**config.mk**
```make
export PLATFORM = sky130hd
export DESIGN_NAME = title_scroller
export DESIGN_NICKNAME = d
export VERILOG_FILES = /design/src/rtl/title_pkg.sv /design/src/rtl/title_scroller_frame_divider.sv /design/src/rtl/title_scroller.sv
export SDC_FILE = /design/constraint.sdc
export NUM_CORES = 1
export LEC_CHECK = 0
export BUFFER_PORTS_ARGS = -buffer_cell sky130_fd_sc_hd__buf_2
export CAP_MARGIN = 20
export CORE_UTILIZATION = 45
export DETAILED_ROUTE_END_ITERATION = 8
export GPL_TIMING_DRIVEN = 0
export HOLD_SLACK_MARGIN = 0.15
export PLACE_DENSITY = 0.85
export SETUP_SLACK_MARGIN = 0.05
export SYNTH_ARGS = -nofsm -noshare
export SYNTH_HDL_FRONTEND = slang
export SYNTH_SLANG_ARGS = --single-unit
export TNS_END_PERCENT = 20
```
**constraint.sdc**
```tcl
create_clock -name clock -period 7.5 [get_ports clock]
set_input_delay 1.5 -clock clock [delete_from_list [all_inputs] [get_ports clock]]
set_output_delay 1.5 -clock clock [all_outputs]
set_load 0.02 [all_outputs]
```
**src/rtl/title_pkg.sv**
```systemverilog
// Shared constants and types for the title-screen logo motion source.
package title_pkg;

   localparam int SCREEN_W = 640;
   localparam int SCREEN_H = 480;
   localparam int COORD_W  = 11;

   typedef logic [COORD_W-1:0] coord_t;
   // One spare bit so pos + step never wraps before the edge compare.
   typedef logic [COORD_W:0]   wide_t;

   typedef enum logic {HOLD = 1'b0, RUN = 1'b1} state_e;

   // DIR_INC: right on X / down on Y.  DIR_DEC: left on X / up on Y.
   typedef enum logic {DIR_INC = 1'b0, DIR_DEC = 1'b1} dir_e;

   typedef struct packed {
      coord_t pos;
      dir_e   dir;
      logic   rev;
   } axis_t;

endpackage

```
**src/rtl/title_scroller_frame_divider.sv**
```systemverilog
// Counts frame ticks while not held and strobes adv_o once every FRAME_DIV ticks.
module frame_divider #(
   parameter int FRAME_DIV = 1
) (
   input  logic clk_i,
   input  logic rst_i,
   input  logic tick_i,
   input  logic hold_i,
   output logic adv_o
);

   localparam int CW = (FRAME_DIV > 1) ? $clog2(FRAME_DIV) : 1;

   logic [CW-1:0] cnt_q, cnt_d;

   always_comb begin
      cnt_d = cnt_q;
      adv_o = 1'b0;
      if (tick_i && !hold_i) begin
         if (cnt_q == CW'(FRAME_DIV - 1)) begin
            cnt_d = '0;
            adv_o = 1'b1;
         end else begin
            cnt_d = cnt_q + 1'b1;
         end
      end
   end

   always_ff @(posedge clk_i or posedge rst_i) begin
      if (rst_i) cnt_q <= '0;
      else       cnt_q <= cnt_d;
   end

endmodule

```
**src/rtl/title_scroller.sv**
```systemverilog
// Title logo motion source: bounces the logo origin once per advance, updating only on frame ticks.
// Define TITLE_VBOUNCE_EN to let the Y axis move and bounce; otherwise Y stays at START_Y.
module title_scroller #(
   parameter int SCREEN_W    = title_pkg::SCREEN_W,
   parameter int SCREEN_H    = title_pkg::SCREEN_H,
   parameter int LOGO_W      = 288,
   parameter int LOGO_H      = 128,
   parameter int GLYPH_PITCH = 128,
   parameter int START_X     = 176,
   parameter int START_Y     = 64,
   parameter int STEP_X      = 4,
   parameter int STEP_Y      = 2,
   parameter int FRAME_DIV   = 1
) (
   input  logic        clock,
   input  logic        reset,
   input  logic        frame_tick,
   input  logic        enable,
   output logic [31:0] gX1,
   output logic [31:0] gY1,
   output logic [31:0] uX1,
   output logic [31:0] uY1,
   output logic [31:0] iX1,
   output logic [31:0] iY1,
   output logic        bounce,
   output logic        moving
);

   import title_pkg::*;

   if (LOGO_W > SCREEN_W || LOGO_H > SCREEN_H || FRAME_DIV < 1 || STEP_X < 1 || STEP_Y < 1)
   begin : g_bad_cfg
      $error("title_scroller: illegal geometry, step or divider parameters");
   end

   localparam wide_t  XMAX_W   = wide_t'(SCREEN_W - LOGO_W);
   localparam wide_t  STEP_X_W = wide_t'(STEP_X);
   localparam wide_t  PITCH_W  = wide_t'(GLYPH_PITCH);
   localparam coord_t START_XC = coord_t'(START_X);
   localparam coord_t START_YC = coord_t'(START_Y);

   function automatic axis_t step_axis(input coord_t pos, input dir_e dir,
                                       input wide_t step, input wide_t lim);
      axis_t r;
      wide_t p;
      p     = {1'b0, pos};
      r.pos = pos;
      r.dir = dir;
      r.rev = 1'b0;
      if (dir == DIR_INC) begin
         if (p + step >= lim) begin
            r.pos = lim[COORD_W-1:0];
            r.dir = DIR_DEC;
            r.rev = 1'b1;
         end else begin
            r.pos = pos + step[COORD_W-1:0];
         end
      end else begin
         if (p <= step) begin
            r.pos = '0;
            r.dir = DIR_INC;
            r.rev = 1'b1;
         end else begin
            r.pos = pos - step[COORD_W-1:0];
         end
      end
      return r;
   endfunction

   state_e state_q, state_d;
   coord_t x_q, x_d;
   dir_e   dirx_q, dirx_d;
   wide_t  ux_q, ux_d, ix_q, ix_d;
   logic   bounce_q, bounce_d;
   logic   adv;
   axis_t  ax;
   coord_t y_cur;

`ifdef TITLE_VBOUNCE_EN
   localparam wide_t YMAX_W   = wide_t'(SCREEN_H - LOGO_H);
   localparam wide_t STEP_Y_W = wide_t'(STEP_Y);
   coord_t y_q, y_d;
   dir_e   diry_q, diry_d;
   axis_t  ay;
   assign y_cur = y_q;
`else
   assign y_cur = START_YC;
`endif

   frame_divider #(.FRAME_DIV(FRAME_DIV)) u_div (
      .clk_i  (clock),
      .rst_i  (reset),
      .tick_i (frame_tick),
      .hold_i (state_q != RUN),
      .adv_o  (adv)
   );

   always_comb begin
      state_d  = state_q;
      x_d      = x_q;
      dirx_d   = dirx_q;
      bounce_d = 1'b0;
      ax       = step_axis(x_q, dirx_q, STEP_X_W, XMAX_W);
`ifdef TITLE_VBOUNCE_EN
      y_d      = y_q;
      diry_d   = diry_q;
      ay       = step_axis(y_q, diry_q, STEP_Y_W, YMAX_W);
`endif
      if (frame_tick) state_d = enable ? RUN : HOLD;
      if (adv) begin
         x_d      = ax.pos;
         dirx_d   = ax.dir;
         bounce_d = ax.rev;
`ifdef TITLE_VBOUNCE_EN
         y_d      = ay.pos;
         diry_d   = ay.dir;
         bounce_d = ax.rev | ay.rev;
`endif
      end
      ux_d = {1'b0, x_d} + PITCH_W;
      ix_d = {1'b0, x_d} + (PITCH_W << 1);
   end

   always_ff @(posedge clock or posedge reset) begin
      if (reset) begin
         state_q  <= HOLD;
         x_q      <= START_XC;
         dirx_q   <= DIR_INC;
         ux_q     <= {1'b0, START_XC} + PITCH_W;
         ix_q     <= {1'b0, START_XC} + (PITCH_W << 1);
         bounce_q <= 1'b0;
`ifdef TITLE_VBOUNCE_EN
         y_q      <= START_YC;
         diry_q   <= DIR_INC;
`endif
      end else begin
         state_q  <= state_d;
         x_q      <= x_d;
         dirx_q   <= dirx_d;
         ux_q     <= ux_d;
         ix_q     <= ix_d;
         bounce_q <= bounce_d;
`ifdef TITLE_VBOUNCE_EN
         y_q      <= y_d;
         diry_q   <= diry_d;
`endif
      end
   end

   assign gX1    = 32'(x_q);
   assign uX1    = 32'(ux_q);
   assign iX1    = 32'(ix_q);
   assign gY1    = 32'(y_cur);
   assign uY1    = 32'(y_cur);
   assign iY1    = 32'(y_cur);
   assign bounce = bounce_q;
   assign moving = (state_q == RUN);

endmodule

```
# Word-level counts from Yosys, hierarchy flattened
# Index checks and enable logic that the tools add are counted.
# word_totals
inputBits,4
word_cells,27
output_inout_bits,194
register_bits,39
# op_classes
reduce_logical,1
n_mux,11
magnitude_cmp,2
addsub,6
# op_table
operator,count
$mux 11,3
$mux 13,1
$add 11x3->12 const B,1
$add 11x8->12 const B,1
$add 11x9->12 const B,1
$ge 12x9->1 const B,1
$add 11x3->11 const B,1
$le 11x3->1 const B,1
$sub 11x3->11 const B,1
$mux 1,5
$mux 2,2
$add 1x1->1 const B,1
$logic_and 1x1->1,1

# Depth between registers and ports, before layout
# Gate-level depths: netlist (run 1).
# depth
depth_word,6
ltp_mapped,12
depth_no_buf,12

# Hierarchy
# A second synthesis (run 1) with hierarchy kept.
# unflattened
cells_unflattened,318
area_unflattened_um2,2663.8
# modules_own_cells
mod,n_inst,cells_each,seq_area_each_um2,area_per_inst_um2
title_scroller,1,317,531.8,2650.0
frame_divider,1,1,0.0,13.8

# Worst setup path after synthesis (run 1)
# OpenSTA, ideal clock, no wires.
# synth_path
path_kind,input port to flip-flop
startpoint,input port frame_tick
endpoint,register ux_q[10]
t_arrival_ns,2.977
path_slack_ns,4.444
required_ns,7.421
n_path_buf,1
cell_stages,8
setup_time_ns,0.079
path_cell_list,and2_1 > clkbuf_1 > nand2_1 > o31ai_2 > ha_1 > inv_1 > nor4b_1 > xor2_1
# synth_between
elab_chain_len,4
# synth_rtl
item,line,text
from (decl),title_scroller.sv:17,"input logic frame_tick,"
$logic_and 1x1->1,title_scroller_frame_divider.sv:19,if (tick_i && !hold_i) begin
$mux 1,title_scroller_frame_divider.sv:19,
$mux 11,title_scroller.sv:110,if (adv) begin
net x_d[9],title_scroller.sv:71,"coord_t x_q, x_d;"
$add 11x8->12,title_scroller.sv:120,"ux_d = {1'b0, x_d} + PITCH_W;"
net ux_d[10],title_scroller.sv:73,"wide_t ux_q, ux_d, ix_q, ix_d;"
to (signal assigned),title_scroller.sv:129,"ux_q <= {1'b0, START_XC} + PITCH_W;"
to (signal assigned),title_scroller.sv:140,ux_q <= ux_d;
to (decl),title_scroller.sv:73,
# The timed path passes the listed nets, and every way through them passes these cells.
# A chain may end at the register's enable or synchronous reset.

# Worst setup path in the final report (run 1)
# Ends and elaborated chain as after synthesis.

==> flow_summary.ini, run 1 <==
[cts]
cts_setup_buffers = 0
htree_levels = 1
cts_tree = yes
cts.repair.resized = 0
cts_buffers = 3
root_buffer = clkbuf_8
clkTransAtPathRegs_ns = 0.07
cts_hold_buf = 0
clk_path_buf_depth = 2
cts_sinks = 21
clkLatencyLatePin_ns = 0.27

[setup_path]
critPathRequiredTime_ns = 7.69
path_max_fanout = 10
start_kind = input pin
cp.arrival_ns = 3.43
crit_type = input pin to flop
critPathCaptureType = flop

[routing]
drc = 0
finalWirelength_um = 5200
first_pass_iters = 4
first_iter_violations = 218
wl_per_cell_um = 8.84
ant_nets = 0
routed_via_density = 3.73
vias = 2194

[die]
die_area_um2 = 6190
ios = 198
start_util_pct = 47.5
fp.dieW_um = 78.7
die_h_um = 78.7
core_area_um2 = 5570
rows = 27

[synth]
muxShareOfSynthArea_pct = 1.99
async_flop_share_pct = 100
synth_fa_ha_area_share_pct = 2.36
syn_area_per_cell_um2 = 8.35
yosys.area_share.xor_xnor_pct = 1.65
synth.distinct_cells = 50
synth_compound_area_share_pct = 10.3
synthSimpleGateAreaFrac_pct = 10.7
synth_warnings = 0
synth_top_family_by_area = buffers and inverters
yosysSeqAreaShare_pct = 20.1
synth_edf_count = 0
synth-seq-cells = 21
syn_area_um2 = 2650
synthFlopType = dfrtp_1
syn_inst = 317

[hold_path]
hp-class = flop to flop

[placed_design]
io_buffers = 34
place_ws_ns = 4.02
gp_congestion = 0.837
dp_hpwl_um = 4450

[grt]
grt_max_degree = 22
grt_pass1_wl_um = 7780
track_usage_pct = 15.6
grt_pass1_vias = 1764
overflow = 0
antenna_found_initial = 0

[final_layout]
final_cell_mix = 175 x buf_4, 163 x conb_1, 38 x buf_2, 16 x dfrtp_1
drive_gt1_share_pct = 45.3
layout.nets = 526
n_antenna_cell = 0
fillers = 471
area_growth_pct = 34.4
final_common_cell = buf_4
regArea_um2 = 532
multi_input_area_um2 = 1330

[sta]
finClkSkew_ns = 0.0125
worstMarginPinSlew_ns = 0.776
holdWs_ns = 0.563
tns_ns = 0
hold_viol = 0
fmaxAchievable_mhz = 308
slew_viol_final = 0
setup_slack_ns = 4.25
finalSetupViolCount = 0
max-slew-margin-rel_pct = 48.2
period_needed_ns = 3.25
fin_crit_sh_pct = 43.3
rsz0062_at_grt = false

[outcome]
outcome = complete, no violations

[power_and_ir_drop]
ir_worst_vdd_uv = 122
p_per_area_nw_per_um2 = 206
p_leak_nw = 2.21
total_power_mw = 0.732

[job]
cap_violations = 0
==> through the flow <==
stage | cell area, um2 | instances | util, %
2_1_floorplan | 3250 | 478 | -
3_3_place_gp | 3510 | 584 | 63.0
3_5_place_dp | 3510 | 584 | 63.0
4_1_cts | 3560 | 588 | 63.8
5_1_grt | 3560 | 588 | 63.8
6_report | 3560 | 588 | 63.8
==> cell families (layout without fill, tap and decap cells) <==
kind of cell / Yosys count / in the layout
compound gates: 39 / 39
fa+ha+maj: 5 / 5
xor+xnor: 5 / 5
flops: 21 / 21
buf+inv: 193 / 231
mux: 5 / 5
simple gates: 47 / 47
other cells: 2 / 163
==> critical path, cell delays in order <==
cell,delay (ns)
buf_2,0.10
and2_1,0.13
clkbuf_1,0.38
nand2_1,0.18
o31ai_2,0.34
ha_1,0.22
inv_1,0.06
nor4b_1,0.36
xor2_1,0.17
==> flip-flops by register name (all words and copies together), names as in the netlist <==
signal and count:
ix_q 10, ux_q 5, x_q 3, bounce 1, dirx_q 1, moving 1
==> cell usage after synthesis, drive strengths merged, types with 2 or more instances <==
library cell    n  area share (%)
buf           180              51
dfrtp          16              15
inv            10             1.4
nor3           10             1.9
o21ai          10             2.3
nand2           8             1.1
nor2            8             1.4
a21oi           7             1.3
dfstp           5             5.0
ha              5             2.4
o31ai           5             1.6
clkbuf          3            0.43
mux2i           3             1.1
nand3           3            0.57
nor4            3             1.3
o21a            3            0.85
xor2            3            0.99
a21o            2            0.57
and2            2            0.47
and3            2            0.47
conb            2            0.28
mux2            2            0.85
nand4           2            0.47
o22ai           2            0.47
or4             2            0.71
xnor2           2            0.66
==> report_power, final <==
| part | switching [mW] | leakage [nW] | internal [mW] |
|---|---|---|---|
| Combinational | 0.292 | 1.93 | 0.189 |
| Clock | 0.0394 | 0.0255 | 0.0371 |
| Sequential | 0.0289 | 0.254 | 0.146 |
| Total | 0.360 | 2.21 | 0.372 |
==> worst paths after layout <==
path / to / startpoint / depth (start not counted) / slack (ns)
min: moving / moving / 1 / 0.56
max reg2reg: ux_q[10] / ix_q[3] / 12 / 4.29
min in group asynchronous: x_q[10] / reset / 2 / 1.36
min reg2reg: moving / moving / 1 / 0.56
max in group asynchronous: moving / reset / 2 / 5.65
max: ux_q[10] / frame_tick / 9 / 4.25
==> per-layer routing <==
metal | vias up | GRT usage, % | wire, um
li1 | 1096 | - | -
met1 | 949 | 15.4 | 1630
met3 | 12 | 2.67 | 552
met2 | 137 | 31.0 | 2910
met5 | - | 0 | 0
met4 | 0 | 7.22 | 106
==> final cells by class <==
type / count / share of cell area [%]
Inverter: 10 / 1.06
Clock inverter: 1 / 0.141
Tap cell: 72 / 2.53
Clock buffer: 3 / 1.16
Sequential cell: 21 / 14.9
Buffer: 183 / 38.1
Multi-Input combinational cell: 264 / 37.2
Timing Repair Buffer: 34 / 4.78
Power figures use the tool's default switching activity.
==> run 2: changes to the inputs <==
CORE_UTILIZATION = 41   (was 45)
PLACE_DENSITY = 0.79   (was 0.85)
clock period = 3.3 ns   (was 7.5 ns; I/O delays follow)
==> flow_summary.ini, run 2 (synthesized netlist as in run 1, its figures left out) <==
[die]
rows = 28
fp.dieW_um = 82.3
die_area_um2 = 6780
core_area_um2 = 6060
ios = 198
die_h_um = 82.3
start_util_pct = 43.7

[power_and_ir_drop]
p_leak_nw = 2.21
clockPowerShare_pct = 10.3
p_per_area_nw_per_um2 = 466
power_frac_seq_pct = 24.1
pwr-share-comb_pct = 65.6
cell_internal_pwr_mw = 0.848
ir_worst_vdd_uv = 380
sw_frac_of_total_pct = 49.1
switchingPower_mw = 0.816
total_power_mw = 1.66

[final_layout]
reg.largest.list = ix_q (10), ux_q (5), x_q (3)
drive_gt1_share_pct = 45.9
final_cell_mix = 175 x buf_4, 163 x conb_1, 38 x buf_2, 14 x dfrtp_1
max_flop_register = ix_q
layout.core_utilization_pct = 58.9
final_cell_area_um2 = 3570
regArea_um2 = 534
largest_reg_flops = 10
n_antenna_cell = 0
final_common_cell = buf_4
area_growth_pct = 34.9
multi_input_area_um2 = 1330
layout.nets = 526
fillers = 546

[setup_path]
crit_type = flop to flop
critPathRequiredTime_ns = 3.49
cp_cell_sequence = inv_1 > ha_1 > or3b_4 > or4_4 > a21o_1 > a21oi_1 > o22ai_1 > inv_1 > ha_1 > inv_1 > nor4b_2 > xor2_1
start_kind = flop
cp.arrival_ns = 3.23
cpMaxStageDelayCell = dfrtp_2
critPathMaxStageDelay_ns = 0.47
path_buf_inv = 3
path_max_fanout = 10
crit_top_cell = inv_1
critPathCaptureType = flop
critPathTopFamily = simple AND/OR/NAND/NOR gates

[sta]
rsz0062_at_grt = false
hold_viol = 0
tns_ns = 0
worstMarginPinSlew_ns = 0.780
slew_viol_final = 0
finalSetupViolCount = 0
period_needed_ns = 3.05
fin_crit_sh_pct = 92.3
fmaxAchievable_mhz = 328
finClkSkew_ns = 0.0105
max-slew-margin-rel_pct = 47.9

[hold_path]
hp-class = input pin to async pin

[placed_design]
placed_area_um2 = 3510
io_buffers = 34
dp_hpwl_um = 4410
gp_congestion = 0.868

[cts]
cts_sinks = 21
clk_path_buf_depth = 2
cts_setup_buffers = 0
root_buffer = clkbuf_8
cts_tree = yes
clkTransAtPathRegs_ns = 0.08
cts.repair.resized = 0
cts_buffers = 3
htree_levels = 1
cts_hold_buf = 0
clkLatencyLatePin_ns = 0.27

[grt]
grt_pass1_vias = 1693
track_usage_pct = 13.9
overflow = 0
antenna_found_initial = 0
grt_max_degree = 22
grt_pass1_wl_um = 7360

[routing]
vias = 2136
first_pass_iters = 4
ant_nets = 0
drc = 0
finalWirelength_um = 5150
first_iter_violations = 173
routed_via_density = 3.61
wl_per_cell_um = 8.72

[job]
cap_violations = 0

[outcome]
outcome = complete, no violations
[run 2: final timing paths]
kind	cells after the start	slack, ns	end	start
min in group clock	1	0.57	moving	moving
min	2	0.52	ux_q[7]	reset
min reg2reg	1	0.57	moving	moving
max in group asynchronous	2	2.24	ix_q[2]	reset
max reg2reg	12	0.25	ux_q[10]	ix_q[3]
max	12	0.25	ux_q[10]	ix_q[3]
[run 2: per-layer routing]
layer	part of all wire, %	vias up	global-route usage [%]
met5	0	-	0
met4	2.1	0	6.49
met3	9.3	9	1.76
met2	56	123	26.9
met1	33	905	14.5
li1	-	1099	-
[run 2: layout make-up]
class                           instances  share of cell area (%)
Buffer                                183                    38.0
Multi-Input combinational cell        264                    37.3
Sequential cell                        21                    15.0
Timing Repair Buffer                   34                    4.77
Tap cell                               75                    2.63
Clock buffer                            3                    1.16
Inverter                               10                    1.05
Clock inverter                          1                   0.140
[run 2: metrics by stage]
| stage | setup WS (ns) | hold slack (ns) | cells |
|---|---|---|---|
| global placement | 0.180 | 0.545 | 587 |
| finish | 0.254 | 0.524 | 591 |
| global route | 0.0624 | 0.587 | 591 |
| floorplan | 0.357 | 0.633 | 478 |
| detailed placement | 0.183 | 0.553 | 587 |
| CTS | 0.141 | 0.559 | 591 |
[run 2: power groups by stage]
stage / combinational [mW] / sequential (mW) / clock [mW]
4_1_cts: 1.08 / 0.397 / 0.179
2_1_floorplan: 0.816 / 0.463 / 0
3_5_place_dp: 1.07 / 0.401 / 0
3_3_place_gp: 1.06 / 0.399 / 0
5_1_grt: 1.19 / 0.413 / 0.194
6_report: 1.09 / 0.400 / 0.172
